**config.mk**
```make
export PLATFORM = sky130hd
export DESIGN_NAME = grid_port_arbiter
export DESIGN_NICKNAME = d
export VERILOG_FILES = /design/src/rtl/grid_port_arbiter.sv
export SDC_FILE = /design/constraint.sdc
export NUM_CORES = 1
export LEC_CHECK = 0
export ABC_AREA = 1
export CAP_MARGIN = 30
export CORE_UTILIZATION = 46
export DETAILED_ROUTE_END_ITERATION = 16
export GPL_ROUTABILITY_DRIVEN = 0
export GPL_TIMING_DRIVEN = 0
export PLACE_DENSITY_LB_ADDON = 0.05
export REMOVE_ABC_BUFFERS = 1
export SKIP_CTS_REPAIR_TIMING = 1
export SYNTH_ARGS = -nofsm -noshare
export SYNTH_HDL_FRONTEND = slang
export SYNTH_SLANG_ARGS = --single-unit
```
**constraint.sdc**
```tcl
create_clock -name clock -period 3.1 [get_ports clock]
set_input_delay 0.775 -clock clock [delete_from_list [all_inputs] [get_ports clock]]
set_output_delay 0.775 -clock clock [all_outputs]
set_load 0.02 [all_outputs]
```
**src/rtl/grid_port_arbiter.sv**
```systemverilog
// ---------------------------------------------------------------------------
// grid_port_arbiter
//
// Shares the single read port of the level-map (grid) memory between
// NUM_REQ requesters (player updater, raycaster/renderer, sprite updater).
// Requests are served one at a time. Round-robin order starts scanning at
// rr_ptr. The memory read latency is absorbed internally. Coordinates
// outside the map are answered as SOLID without a memory access.
//
// Ports
//   clock       in   system clock, rising edge
//   reset       in   synchronous, active-high reset
//   req         in   per-requester request level
//   req_grid_x  in   packed x coordinates, requester i at [6i+5:6i]
//   req_grid_y  in   packed y coordinates, requester i at [5i+4:5i]
//   ack         out  one-hot single-cycle pulse, rsp_data valid for winner
//   rsp_data    out  cell type of the last completed lookup (held)
//   busy        out  high whenever the arbiter is not idle
//   mem_rd_en   out  single-cycle read strobe to the map memory
//   mem_grid_x  out  registered x address to memory
//   mem_grid_y  out  registered y address to memory
//   mem_data    in   cell type returned by memory, MEM_LATENCY cycles later
// ---------------------------------------------------------------------------
module grid_port_arbiter #(
    parameter int         NUM_REQ     = 3,
    parameter int         MEM_LATENCY = 1,
    parameter int         MAP_W       = 40,
    parameter int         MAP_H       = 30,
    parameter logic [2:0] SOLID       = 3'b111
) (
    input  logic                 clock,
    input  logic                 reset,
    input  logic [NUM_REQ-1:0]   req,
    input  logic [6*NUM_REQ-1:0] req_grid_x,
    input  logic [5*NUM_REQ-1:0] req_grid_y,
    output logic [NUM_REQ-1:0]   ack,
    output logic [2:0]           rsp_data,
    output logic                 busy,
    output logic                 mem_rd_en,
    output logic [5:0]           mem_grid_x,
    output logic [4:0]           mem_grid_y,
    input  logic [2:0]           mem_data
);

    localparam int IDX_W = $clog2(NUM_REQ);
    localparam int LAT_W = (MEM_LATENCY > 1) ? $clog2(MEM_LATENCY) : 1;

    localparam logic [1:0] ST_IDLE    = 2'd0;
    localparam logic [1:0] ST_ISSUE   = 2'd1;
    localparam logic [1:0] ST_WAIT    = 2'd2;
    localparam logic [1:0] ST_RESPOND = 2'd3;

    // State and registered outputs
    logic [1:0]         state_q,     state_d;
    logic [IDX_W-1:0]   rr_ptr_q,    rr_ptr_d;
    logic [IDX_W-1:0]   winner_q,    winner_d;
    logic [LAT_W-1:0]   lat_cnt_q,   lat_cnt_d;
    logic [NUM_REQ-1:0] ack_q,       ack_d;
    logic [2:0]         rsp_data_q,  rsp_data_d;
    logic               busy_q,      busy_d;
    logic               mem_rd_en_q, mem_rd_en_d;
    logic [5:0]         mem_x_q,     mem_x_d;
    logic [4:0]         mem_y_q,     mem_y_d;

    // Unpacked per-requester coordinates
    logic [5:0] req_x [NUM_REQ];
    logic [4:0] req_y [NUM_REQ];

    generate
        for (genvar gi = 0; gi < NUM_REQ; gi++) begin : g_unpack
            assign req_x[gi] = req_grid_x[6*gi +: 6];
            assign req_y[gi] = req_grid_y[5*gi +: 5];
        end
    endgenerate

    // Round-robin pick: first active request at or above rr_ptr, wrapping.
    logic             found;
    logic [IDX_W-1:0] win_idx;
    logic [IDX_W-1:0] cand_idx;
    int               cand;

    always_comb begin
        found    = 1'b0;
        win_idx  = '0;
        cand     = 0;
        cand_idx = '0;
        for (int k = 0; k < NUM_REQ; k++) begin
            cand = int'(rr_ptr_q) + k;
            if (cand >= NUM_REQ) begin
                cand = cand - NUM_REQ;
            end
            cand_idx = IDX_W'(cand);
            if (!found && req[cand_idx]) begin
                found   = 1'b1;
                win_idx = cand_idx;
            end
        end
    end

    logic [5:0] win_x;
    logic [4:0] win_y;
    logic       win_out_of_range;

    assign win_x            = req_x[win_idx];
    assign win_y            = req_y[win_idx];
    assign win_out_of_range = (int'(win_x) >= MAP_W) || (int'(win_y) >= MAP_H);

    // Next-state logic. Outputs are registered, so each one is loaded on
    // the edge that enters the state in which it must be visible.
    always_comb begin
        state_d     = state_q;
        rr_ptr_d    = rr_ptr_q;
        winner_d    = winner_q;
        lat_cnt_d   = lat_cnt_q;
        ack_d       = '0;
        rsp_data_d  = rsp_data_q;
        mem_rd_en_d = 1'b0;
        mem_x_d     = mem_x_q;
        mem_y_d     = mem_y_q;

        case (state_q)
            ST_IDLE: begin
                if (found) begin
                    winner_d = win_idx;
                    if (win_out_of_range) begin
                        // Answered locally; the memory address is left alone.
                        rsp_data_d     = SOLID;
                        ack_d[win_idx] = 1'b1;
                        state_d        = ST_RESPOND;
                    end else begin
                        // Coordinates are latched here so later changes on
                        // the request bus cannot disturb the access.
                        mem_rd_en_d = 1'b1;
                        mem_x_d     = win_x;
                        mem_y_d     = win_y;
                        state_d     = ST_ISSUE;
                    end
                end
            end
            ST_ISSUE: begin
                lat_cnt_d = LAT_W'(MEM_LATENCY - 1);
                state_d   = ST_WAIT;
            end
            ST_WAIT: begin
                if (lat_cnt_q == '0) begin
                    rsp_data_d      = mem_data;
                    ack_d[winner_q] = 1'b1;
                    state_d         = ST_RESPOND;
                end else begin
                    lat_cnt_d = lat_cnt_q - 1'b1;
                end
            end
            ST_RESPOND: begin
                rr_ptr_d = (winner_q == IDX_W'(NUM_REQ - 1)) ? '0 : winner_q + 1'b1;
                state_d  = ST_IDLE;
            end
            default: begin
                state_d = ST_IDLE;
            end
        endcase

        busy_d = (state_d != ST_IDLE);
    end

    always_ff @(posedge clock) begin
        if (reset) begin
            state_q     <= ST_IDLE;
            rr_ptr_q    <= '0;
            winner_q    <= '0;
            lat_cnt_q   <= '0;
            ack_q       <= '0;
            rsp_data_q  <= '0;
            busy_q      <= 1'b0;
            mem_rd_en_q <= 1'b0;
            mem_x_q     <= '0;
            mem_y_q     <= '0;
        end else begin
            state_q     <= state_d;
            rr_ptr_q    <= rr_ptr_d;
            winner_q    <= winner_d;
            lat_cnt_q   <= lat_cnt_d;
            ack_q       <= ack_d;
            rsp_data_q  <= rsp_data_d;
            busy_q      <= busy_d;
            mem_rd_en_q <= mem_rd_en_d;
            mem_x_q     <= mem_x_d;
            mem_y_q     <= mem_y_d;
        end
    end

    assign ack        = ack_q;
    assign rsp_data   = rsp_data_q;
    assign busy       = busy_q;
    assign mem_rd_en  = mem_rd_en_q;
    assign mem_grid_x = mem_x_q;
    assign mem_grid_y = mem_y_q;

endmodule

```
# After elaboration in Yosys (flattened, before gate mapping)
# Index checks and enable logic that the tools add are counted.
dict set report word_totals {
  ff_bits 26
  latchBits 0
  ram_bits 0
  mem_bits_ro 0
  output_inout_bits 19
  mem_count 0
}
dict set report op_classes {
  add_sub_neg 7
  mul 0
  div_mod_pow 0
  magnitude_cmp 13
  eq_ne 7
  n_shift 0
  n_mux 41
  n_bitwise 4
  n_reduce_logical 15
}
# cell n
set op_table {}
lappend op_table {{$mux W2} 10}
lappend op_table {{$mux W3} 6}
lappend op_table {{$lt A2 B3 Y1 const B} 5}
lappend op_table {{$bmux W6 S2} 1}
lappend op_table {{$mux W6} 2}
lappend op_table {{$pmux W3 S2} 2}
lappend op_table {{$bmux W5 S2} 1}
lappend op_table {{$mux W1} 10}
lappend op_table {{$mux W5} 2}
lappend op_table {{$pmux W2 S4} 1}
lappend op_table {{$bmux W1 S2} 3}
lappend op_table {{$eq A2 B2 Y1 const B} 3}
lappend op_table {{$ge A3 B2 Y1 const B} 2}
lappend op_table {{$ge A6 B6 Y1 const B} 1}
lappend op_table {{$ne A2 B2 Y1 const B} 3}
lappend op_table {{$reduce_bool A2 Y1} 3}
lappend op_table {{$sub A2 B2 Y2 const B} 3}
lappend op_table {{$ge A5 B5 Y1 const B} 1}
lappend op_table {{$demux W1 S2} 2}
lappend op_table {{$ge A2 B1 Y1 const B} 2}
lappend op_table {{$logic_and A1 B1 Y1} 4}
lappend op_table {{$reduce_and A4 Y1} 1}
lappend op_table {{$add A2 B1 Y3 const B} 1}
lappend op_table {{$add A2 B2 Y3 const B} 1}
lappend op_table {{14 further kinds} 17}

# Logic depth before layout (Yosys ltp)
# Gate-level depths: netlist of run 1.
dict set report logic_depth {
  depth_word 21
  depth_mapped 21
  depth_no_buf 20
}

# Worst setup path before layout of run 1
# Ideal clock, no wire load.
dict set report synth_timing {
  kind {input to register}
  startpoint {in req[2]}
  endpoint {reg mem_y_q[1] (netlist: mem_grid_y[1])}
  setup_ps 140
  arrival_time_ps 2241
  t_required_ps 2960
  slack_ps 719
  cell_stages 16
  path_buffers 2
  path_cell_list {inv_1 -> nor2_1 -> nand2_1 -> inv_1 -> a31oi_2 -> nand2_2 -> buf_2 -> nand2_1 -> nand3_1 -> nand2_1 -> nand4_2 -> nand3_4 -> inv_2 -> buf_6 -> nand2_1 -> a21oi_2}
}
dict set report synth_via {
  elab_chain_cells 17
}
# item line_no
set synth_lines {}
lappend synth_lines {{start: declaration} 33} ;# input logic [NUM_REQ-1:0] req,
lappend synth_lines {{$bmux W1 S2} 93} ;# if (!found && req[cand_idx]) begin
lappend synth_lines {{$mux W1 (implied by the code)} 93}
lappend synth_lines {{$mux W1} 93}
lappend synth_lines {{$logic_not A1 Y1} 93}
lappend synth_lines {{$logic_and A1 B1 Y1} 93}
lappend synth_lines {{$mux W1} 93}
lappend synth_lines {{$logic_not A1 Y1} 93}
lappend synth_lines {{$logic_and A1 B1 Y1} 93}
lappend synth_lines {{$mux W2} 93}
lappend synth_lines {{$not A2 Y3 (implied by the code)} {104, 105}}
lappend synth_lines {{$bmux W6 S2 or $bmux W5 S2 (tied branches)} {104, 105}}
lappend synth_lines {{$mux W6 (implied by the code) or $mux W5 (tied branches) (2 in a row)} {104, 105}}
lappend synth_lines {{$ge A6 B6 Y1 or $ge A5 B5 Y1 (tied branches)} 106} ;# assign win_out_of_range = (int'(win_x) >= MAP_W) || (int'(win_y) >= MAP_H);
lappend synth_lines {{$logic_or A1 B1 Y1} 106}
lappend synth_lines {{$not A1 Y1 (no line)} -}
lappend synth_lines {{$reduce_and A3 Y1 (no line)} -}
lappend synth_lines {{end signal: assignment} 187} ;# mem_y_q <= mem_y_d;
lappend synth_lines {{end: declaration} 63} ;# logic [4:0] mem_y_q, mem_y_d;
# Several ways; a longest one is shown, not always the timed one. The select of a mux whose other input is x is not followed.
# A chain may end at the register's enable or synchronous reset.

# Worst setup path after layout of run 1
dict set report layout_timing {
  startpoint {in req[2]}
  endpoint {reg busy_q (netlist: busy)}
}
dict set report layout_via {
  elab_chain_cells 19
}
# item line_no
set layout_lines {}
lappend layout_lines {{$bmux W1 S2} 93}
lappend layout_lines {{$mux W1 (implied by the code)} 93}
lappend layout_lines {{$mux W1} 93}
lappend layout_lines {{$logic_not A1 Y1} 93}
lappend layout_lines {{$logic_and A1 B1 Y1} 93}
lappend layout_lines {{$mux W1} 93}
lappend layout_lines {{$logic_not A1 Y1} 93}
lappend layout_lines {{$logic_and A1 B1 Y1} 93}
lappend layout_lines {{[2 not listed]} -}
lappend layout_lines {{$bmux W6 S2 or $bmux W5 S2 (tied branches)} {104, 105}}
lappend layout_lines {{$mux W6 (implied by the code) or $mux W5 (tied branches) (2 in a row)} {104, 105}}
lappend layout_lines {{$ge A6 B6 Y1 or $ge A5 B5 Y1 (tied branches)} 106}
lappend layout_lines {{$logic_or A1 B1 Y1} 106}
lappend layout_lines {{$mux W2} 125} ;# if (win_out_of_range) begin
lappend layout_lines {{$mux W2 *} 123} ;# if (found) begin
lappend layout_lines {{$pmux W2 S4 *} 121} ;# case (state_q)
lappend layout_lines {{$reduce_bool A2 Y1 *} 162} ;# busy_d = (state_d != ST_IDLE);
lappend layout_lines {{end signal: assignment} 184} ;# busy_q <= busy_d;
lappend layout_lines {{end: declaration} 60} ;# logic busy_q, busy_d;
# Every way passes the cells marked *; elsewhere a longest branch is shown, timed or not. The select of a mux whose other input is x is not followed.

==> results of run 1 <==
## through the flow
step | utilization [%] | cell area (um2) | hold WS, ns | cells | setup WS, ns
2_1_floorplan | - | 1700 | 0.478 | 251 | 0.557
3_3_place_gp | 64.1 | 2350 | 0.453 | 358 | -0.389
3_5_place_dp | 64.1 | 2350 | 0.457 | 358 | -0.430
4_1_cts | 65.4 | 2390 | 0.471 | 362 | -0.133
5_1_grt | 68.4 | 2500 | 0.489 | 369 | 0.00790
6_report | 68.4 | 2500 | 0.465 | 369 | 0.220
## synthesized netlist by cell type, types with 2 or more instances
| master | instances | area, um2 |
|---|---|---|
| buf_6 | 4 | 45.0 |
| a21oi_1 | 13 | 65.1 |
| o21ai_2 | 2 | 17.5 |
| nand3b_1 | 3 | 22.5 |
| inv_2 | 5 | 18.8 |
| nand2_1 | 64 | 240 |
| nor2_1 | 18 | 67.6 |
| inv_1 | 34 | 128 |
| nand2_2 | 15 | 93.8 |
| buf_1 | 2 | 7.51 |
| buf_4 | 2 | 15.0 |
| dfxtp_1 | 25 | 500 |
| nand3_2 | 3 | 30.0 |
| nand4_2 | 2 | 25.0 |
| nand4_1 | 3 | 18.8 |
| nand3_4 | 2 | 35.0 |
| a21oi_2 | 9 | 78.8 |
| nor3_1 | 3 | 15.0 |
| nand3_1 | 24 | 120 |
| nand2_4 | 2 | 22.5 |
| o21ai_0 | 14 | 70.1 |
| ha_1 | 7 | 87.6 |
## state kept, by name, summed over array words and instances (netlist names)
| signal | flops |
|---|---|
| rsp_data | 3 |
| winner_q | 2 |
| mem_grid_x | 6 |
| mem_rd_en | 1 |
| state_q | 2 |
| mem_grid_y | 5 |
| busy | 1 |
| rr_ptr_q | 2 |
| ack | 3 |
## final cells by class
cell class,count,share of cell area (%)
clock buffers,3,1.65
flip-flops and latches,25,20.0
clock inverters,1,0.300
inverters,39,5.95
multi-input cells,188,43.8
well taps,48,2.40
repair buffers,65,25.9
## cells by family (layout without fill, tap and decap cells)
logic type / after synthesis / in the layout / share of synthesized area, %
buf+inv: 48 / 108 / 12.4
compound gates: 40 / 40 / 14.1
flops: 25 / 25 / 28.3
fa+ha+maj: 7 / 7 / 4.95
simple gates: 140 / 141 / 40.3
## power breakdown
group	switching, W	internal, W	leakage [nW]	total (W)
logic	0.000907	0.000655	0.869	0.00156
registers	0.0000813	0.000461	0.205	0.000542
clock network	0.000104	0.0000911	0.0217	0.000195
total	0.00109	0.00121	1.10	0.00230
## path summary, 6_finish.rpt
kind                                   start                          to  cells after the start
hold / removal    mem_grid_x[0]$_SDFFE_PP0P_  mem_grid_x[0]$_SDFFE_PP0P_                      2
hold reg to reg   mem_grid_x[0]$_SDFFE_PP0P_  mem_grid_x[0]$_SDFFE_PP0P_                      2
setup reg to reg    rr_ptr_q[0]$_SDFFE_PP0N_             busy$_SDFF_PP0_                     17
setup / recovery                      req[2]             busy$_SDFF_PP0_                     16
## worst max-delay path: stages
cell and delay [ns]:
clkdlybuf4s50_1 0.51, inv_1 0.10, o21ai_2 0.19, nand2_4 0.11, inv_2 0.09, nand2_2 0.06
nand3_4 0.14, nand2_8 0.10, nand3_1 0.12, nand2_1 0.12, o21ai_4 0.22, nand2_2 0.11
nand2_2 0.14, nand2_1 0.07, nand2_1 0.07, o21ai_0 0.08
## routing by layer
| metal | vias up | GRT usage [%] | share of wire [%] |
|---|---|---|---|
| met3 | 2 | 5.00 | 5.3 |
| met4 | 0 | 3.41 | 0.30 |
| met2 | 46 | 38.0 | 48 |
| li1 | 956 | - | - |
| met1 | 792 | 25.9 | 46 |
| met5 | - | 0 | 0 |
## cell usage in the layout (no fill, tap or decap), drive strengths merged
master	n
clkinvlp	1
nand3b	3
dfxtp	25
a21oi	22
clkbuf	3
nor3	3
a31oi	1
ha	7
buf	6
nand2	81
clkdlybuf4s50	59
inv	39
nand3	29
nand4	6
o21ai	17
nor2	19
==> metrics.csv, run 1 <==
stage,metric,value,unit
outcome,status,finished clean,
routing,DR iter-0 viols,57,
finish,share of layout cells above drive strength 1,17.8,%
clocking,clock slew at reported path FFs,0.09,ns
floorplan,die area,4100,um2
logic_synthesis,Synth cell types,26,
floorplan,Starting Density,48.3,%
clocking,CTS HTree Levels,1,
power_and_ir_drop,Tot Pwr,0.00230,W
finish,Final Net Count,370,
grt,GRT Overall Usage,21.2,%
sta,relative slew slack,51.8,%
routing,Detail Route Antenna Nets,0,
sta,final setup vio count,0,
flow_run,MaxCap Viol Count,0,
finish,diode count,0,
worst_setup_path,reg2reg setup slack,0.25,ns
sta,Max Slew Vio Count,0,
routing,DR vias,1796,
logic_synthesis,asr flop ratio synth,0,%
grt,initial antenna violation count,0,
power_and_ir_drop,Pwr Density,918,nW/um2
sta,Max Clk Rate,347,MHz
clocking,Clock Latency Late Sink,0.27,ns
grt,GR Overflow Total,0,
sta,Final period util,92.9,%
routing,Remaining DRCs,0,
grt,vias in the first global route,1592,
clocking,Num Clock Sinks,25,
clocking,CTS tree,done,
logic_synthesis,sequential area share after synthesis,28.3,%
grt,global-route wire length before repair,6.89,mm
sta,Worst Tran Pin Value,0.720,ns
floorplan,die width,64.0,um
worst_setup_path,Crit Path Class,input pin to flop,
finish,area occupied by multi-input gates,1100,um2
power_and_ir_drop,P_leak,1.10,nW
routing,Detailed Route WL,4.27,mm
logic_synthesis,cell count after synthesis,260,
placement,I/O Buffers,59,
sta,RSZ-0062 raised after global routing,false,
placement,estimated wirelength of the detail-placed design,3.08,mm
worst_setup_path,"Req. time, crit path",3.23,ns
logic_synthesis,Main synth FF type,dfxtp_1,
finish,Fillers,343,
logic_synthesis,Synth Cell Area,1770,um2
worst_hold_path,Hold WC Path Type,flop to flop,
grt,pin count of the biggest net entering global routing,16,
worst_setup_path,Worst Setup Start Kind,input pin,
sta,Fin Clk Skew,0.0125,ns
floorplan,area of the core,3660,um2
routing,number of detailed-routing iterations run before antenna repair,4,
clocking,Max clock buf depth,2,
logic_synthesis,syn_area_per_cell,6.80,um2
finish,Area Growth Syn to Fin,41.6,%
clocking,CTS Buf Count,3,
sta,Fin Setup TNS,0,ns
logic_synthesis,Yosys reg bits,25,
floorplan,Die Span Y,64.0,um
floorplan,IO Pins,60,
worst_setup_path,CP arrival,3.01,ns
routing,vias per inst,4.87,
finish,register area,500,um2
floorplan,Rows,22,
logic_synthesis,"EDFF count, synth",0,
routing,wire per inst,11.6,um
worst_setup_path,CP Capture Type,flop,
worst_setup_path,crit-path max FO,14,
sta,crit path time final,2.88,ns
logic_synthesis,YS warnings,0,
clocking,Root Driver,clkbuf_8,
power_and_ir_drop,Peak VDD IR,644,uV
sta,Final Hold Viols,0,
Note: power is estimated with default switching activity, not from simulation.
==> run 2: changes to the inputs <==
--- a/config.mk
+++ b/config.mk
@@ -9,7 +9,6 @@
 export CAP_MARGIN = 30
 export CORE_UTILIZATION = 46
 export DETAILED_ROUTE_END_ITERATION = 16
-export GPL_ROUTABILITY_DRIVEN = 0
 export GPL_TIMING_DRIVEN = 0
 export PLACE_DENSITY_LB_ADDON = 0.05
 export REMOVE_ABC_BUFFERS = 1
@@ -17,3 +16,4 @@
 export SYNTH_ARGS = -nofsm -noshare
 export SYNTH_HDL_FRONTEND = slang
 export SYNTH_SLANG_ARGS = --single-unit
+export TNS_END_PERCENT = 50
==> results of run 2 <==
No change in the layout: final DEF, timing and power equal those of run 1.
==> run 3: changes to the inputs <==
--- a/config.mk
+++ b/config.mk
@@ -11,7 +11,6 @@
 export DETAILED_ROUTE_END_ITERATION = 16
 export GPL_TIMING_DRIVEN = 0
 export PLACE_DENSITY_LB_ADDON = 0.05
-export REMOVE_ABC_BUFFERS = 1
 export SKIP_CTS_REPAIR_TIMING = 1
 export SYNTH_ARGS = -nofsm -noshare
 export SYNTH_HDL_FRONTEND = slang
==> run 3 against run 2 <==
Critical path depth up 1; sequential power hardly changed; maximum frequency increased by 1.2%; worst hold slack better by 0.0028 ns; critical endpoint unchanged; largest cell class unchanged.
==> metrics.csv, run 3 (synthesized netlist as in run 1, its figures left out) <==
stage,metric,value,unit,change
sta,setup ws final,0.255,ns,was 0.220 ns
routing,wire per inst,11.0,um,was 11.6 um
logic_synthesis,Synth Net Count,308,,
floorplan,Die Span Y,64.0,um,unchanged
outcome,status,finished clean,,unchanged
worst_setup_path,CP arrival,2.97,ns,was 3.01 ns
clocking,clock slew at reported path FFs,0.08,ns,was 0.09 ns
routing,DR vias,1795,,was 1796
sta,Final Hold Viols,0,,unchanged
finish,"commonest non-fill, non-tap cells in the layout","64 x nand2_1, 59 x clkdlybuf4s50_1, 34 x inv_1",,"was 64 x nand2_1, 59 x clkdlybuf4s50_1, 33 x inv_1"
sta,relative slew slack,53.1,%,was 51.8%
finish,Final Net Count,372,,was 370
clocking,CTS HTree Levels,1,,unchanged
worst_setup_path,cell family with most CP delay,simple AND/OR/NAND/NOR gates,,unchanged
routing,Detail Route Antenna Nets,0,,unchanged
power_and_ir_drop,Peak VDD IR,673,uV,was 644 uV
clocking,CTS tree,done,,unchanged
clocking,Clock Latency Late Sink,0.27,ns,about the same
worst_setup_path,"Req. time, crit path",3.23,ns,about the same
power_and_ir_drop,Sw Ratio,47.3,%,was 47.5%
worst_hold_path,Hold WC Path Type,flop to flop,,unchanged
grt,global-route wire length before repair,7.07,mm,was 6.89 mm
placement,GP Congestion,0.845,,was 0.789
worst_setup_path,crit path cell chain,"clkdlybuf4s50_1, inv_1, nand2_1, nand3_1, nand2_2, nand4_4, nand2_2, buf_2, nand2_1, nand3_1, nand2_1, nand4_2, nand2_2, nand2_2, nand2_1, nand2_1, o21ai_0",,"was clkdlybuf4s50_1, inv_1, o21ai_2, nand2_4, inv_2, nand2_2, nand3_4, nand2_8, nand3_1, nand2_1, o21ai_4, nand2_2, nand2_2, nand2_1, nand2_1, o21ai_0"
floorplan,IO Pins,60,,unchanged
finish,Largest register FFs,6,,unchanged
worst_setup_path,max incr delay on CP,0.51,ns,about the same
clocking,Root Driver,clkbuf_8,,unchanged
worst_setup_path,Crit Path Class,input pin to flop,,unchanged
power_and_ir_drop,Flop pwr share,24.6,%,was 23.6%
sta,Hold WS,0.468,ns,was 0.465 ns
sta,Max Clk Rate,352,MHz,was 347 MHz
placement,I/O Buffers,59,,unchanged
power_and_ir_drop,P_leak,1.10,nW,about the same
finish,Finished Core Util,67.5,%,was 68.4%
placement,estimated wirelength of the detail-placed design,3.13,mm,was 3.08 mm
sta,Fin Clk Skew,0.00812,ns,was 0.0125 ns
power_and_ir_drop,P_int,0.00116,W,was 0.00121 W
routing,DR iter-0 viols,74,,was 57
floorplan,die width,64.0,um,unchanged
grt,GR Overflow Total,0,,unchanged
finish,diode count,0,,unchanged
routing,number of detailed-routing iterations run before antenna repair,4,,unchanged
grt,pin count of the biggest net entering global routing,14,,was 16
grt,GRT Overall Usage,21.3,%,was 21.2%
placement,DP Area,2420,um2,was 2350 um2
finish,share of layout cells above drive strength 1,16.1,%,was 17.8%
clocking,CTS Buf Count,3,,unchanged
sta,Worst Tran Pin Value,0.703,ns,was 0.720 ns
worst_setup_path,crit-path max FO,10,,was 14
sta,RSZ-0062 raised after global routing,false,,unchanged
floorplan,Starting Density,48.3,%,unchanged
worst_setup_path,buffers and inverters on the worst path,3,,unchanged
finish,Fillers,329,,was 343
power_and_ir_drop,Switch Pwr,0.00104,W,was 0.00109 W
floorplan,die area,4100,um2,unchanged
routing,Detailed Route WL,4.07,mm,was 4.27 mm
power_and_ir_drop,Gate power share,66.8,%,was 68.0%
floorplan,area of the core,3660,um2,unchanged
worst_setup_path,Worst Setup Start Kind,input pin,,unchanged
worst_setup_path,critical path's slowest cell,clkdlybuf4s50_1,,unchanged
finish,"most common cell after layout, fill and taps aside",nand2_1,,unchanged
clocking,Num Clock Sinks,25,,unchanged
finish,Area Growth Syn to Fin,39.8,%,was 41.6%
power_and_ir_drop,Pwr Density,891,nW/um2,was 918 nW/um2
placement,pre-CTS setup slack,-0.0349,ns,was -0.430 ns
sta,crit path time final,2.84,ns,was 2.88 ns
sta,Final period util,91.8,%,was 92.9%
worst_setup_path,CP Capture Type,flop,,unchanged
sta,Max Slew Vio Count,0,,unchanged
flow_run,MaxCap Viol Count,0,,unchanged
power_and_ir_drop,clock share of power,8.6,%,was 8.5%
routing,vias per inst,4.84,,was 4.87
finish,post-route cell area,2470,um2,was 2500 um2
routing,Remaining DRCs,0,,unchanged
sta,final setup vio count,0,,unchanged
sta,Fin Setup TNS,0,ns,unchanged
clocking,Max clock buf depth,2,,unchanged
grt,vias in the first global route,1700,,was 1592
grt,initial antenna violation count,0,,unchanged
worst_setup_path,CP most frequent cell,nand2_1,,
floorplan,Rows,22,,unchanged
-- run 3: per-stage QoR --
stage / total power, W / std cells
6_report: 0.00220 / 371
5_1_grt: 0.00239 / 371
4_1_cts: 0.00222 / 371
3_5_place_dp: 0.00202 / 367
3_3_place_gp: 0.00200 / 367
2_1_floorplan: 0.00158 / 260
-- run 3: metal layers --
metal / routed length (um) / vias to the layer above / GRT usage, %
li1: - / 960 / -
met1: 1900 / 788 / 25.3
met2: 1910 / 43 / 39.0
met3: 203 / 4 / 4.29
met4: 48 / 0 / 4.55
met5: 0 / - / 0
-- run 3: power groups by stage --
| stage | sequential, W | clock (W) | combinational [W] |
|---|---|---|---|
| 4_1_cts | 0.000542 | 0.000198 | 0.00148 |
| 5_1_grt | 0.000556 | 0.000208 | 0.00163 |
| 2_1_floorplan | 0.000677 | 0 | 0.000900 |
| 3_3_place_gp | 0.000541 | 0 | 0.00146 |
| 6_report | 0.000542 | 0.000189 | 0.00147 |
| 3_5_place_dp | 0.000549 | 0 | 0.00147 |
-- run 3: area by class of cell --
| class | count | area, um2 | area share, % |
|---|---|---|---|
| multi-input combinational | 187 | 1060 | 42.8 |
| buffer | 9 | 72.6 | 2.94 |
| tap | 48 | 60.1 | 2.43 |
| clock buffer | 4 | 45.0 | 1.82 |
| inverter | 39 | 146 | 5.92 |
| sequential | 25 | 500 | 20.2 |
| timing repair buffer | 59 | 591 | 23.9 |
-- run 3: path summary, 6_finish.rpt --
| path | startpoint | endpoint | slack (ns) | cells after the start |
|---|---|---|---|---|
| worst min register to register | mem_grid_x[0]$_SDFFE_PP0P_ | mem_grid_x[0]$_SDFFE_PP0P_ | 0.47 | 2 |
| worst max-delay path | req[1] | busy$_SDFF_PP0_ | 0.26 | 17 |
| worst max register to register | rr_ptr_q[0]$_SDFFE_PP0N_ | busy$_SDFF_PP0_ | 0.41 | 18 |
| worst min-delay path | mem_grid_x[0]$_SDFFE_PP0P_ | mem_grid_x[0]$_SDFFE_PP0P_ | 0.47 | 2 |
-- run 3: worst reg2reg max path: stages (launching register included) --
cell and delay [ns]:
dfxtp_1 0.36, inv_1 0.08, ha_1 0.30, buf_6 0.14, inv_2 0.09, nand3_1 0.10
nand2_2 0.14, nand4_4 0.13, nand2_2 0.12, buf_2 0.25, nand2_1 0.08, nand3_1 0.07
nand2_1 0.08, nand4_2 0.14, nand2_2 0.10, nand2_2 0.14, nand2_1 0.07, nand2_1 0.07
o21ai_0 0.08
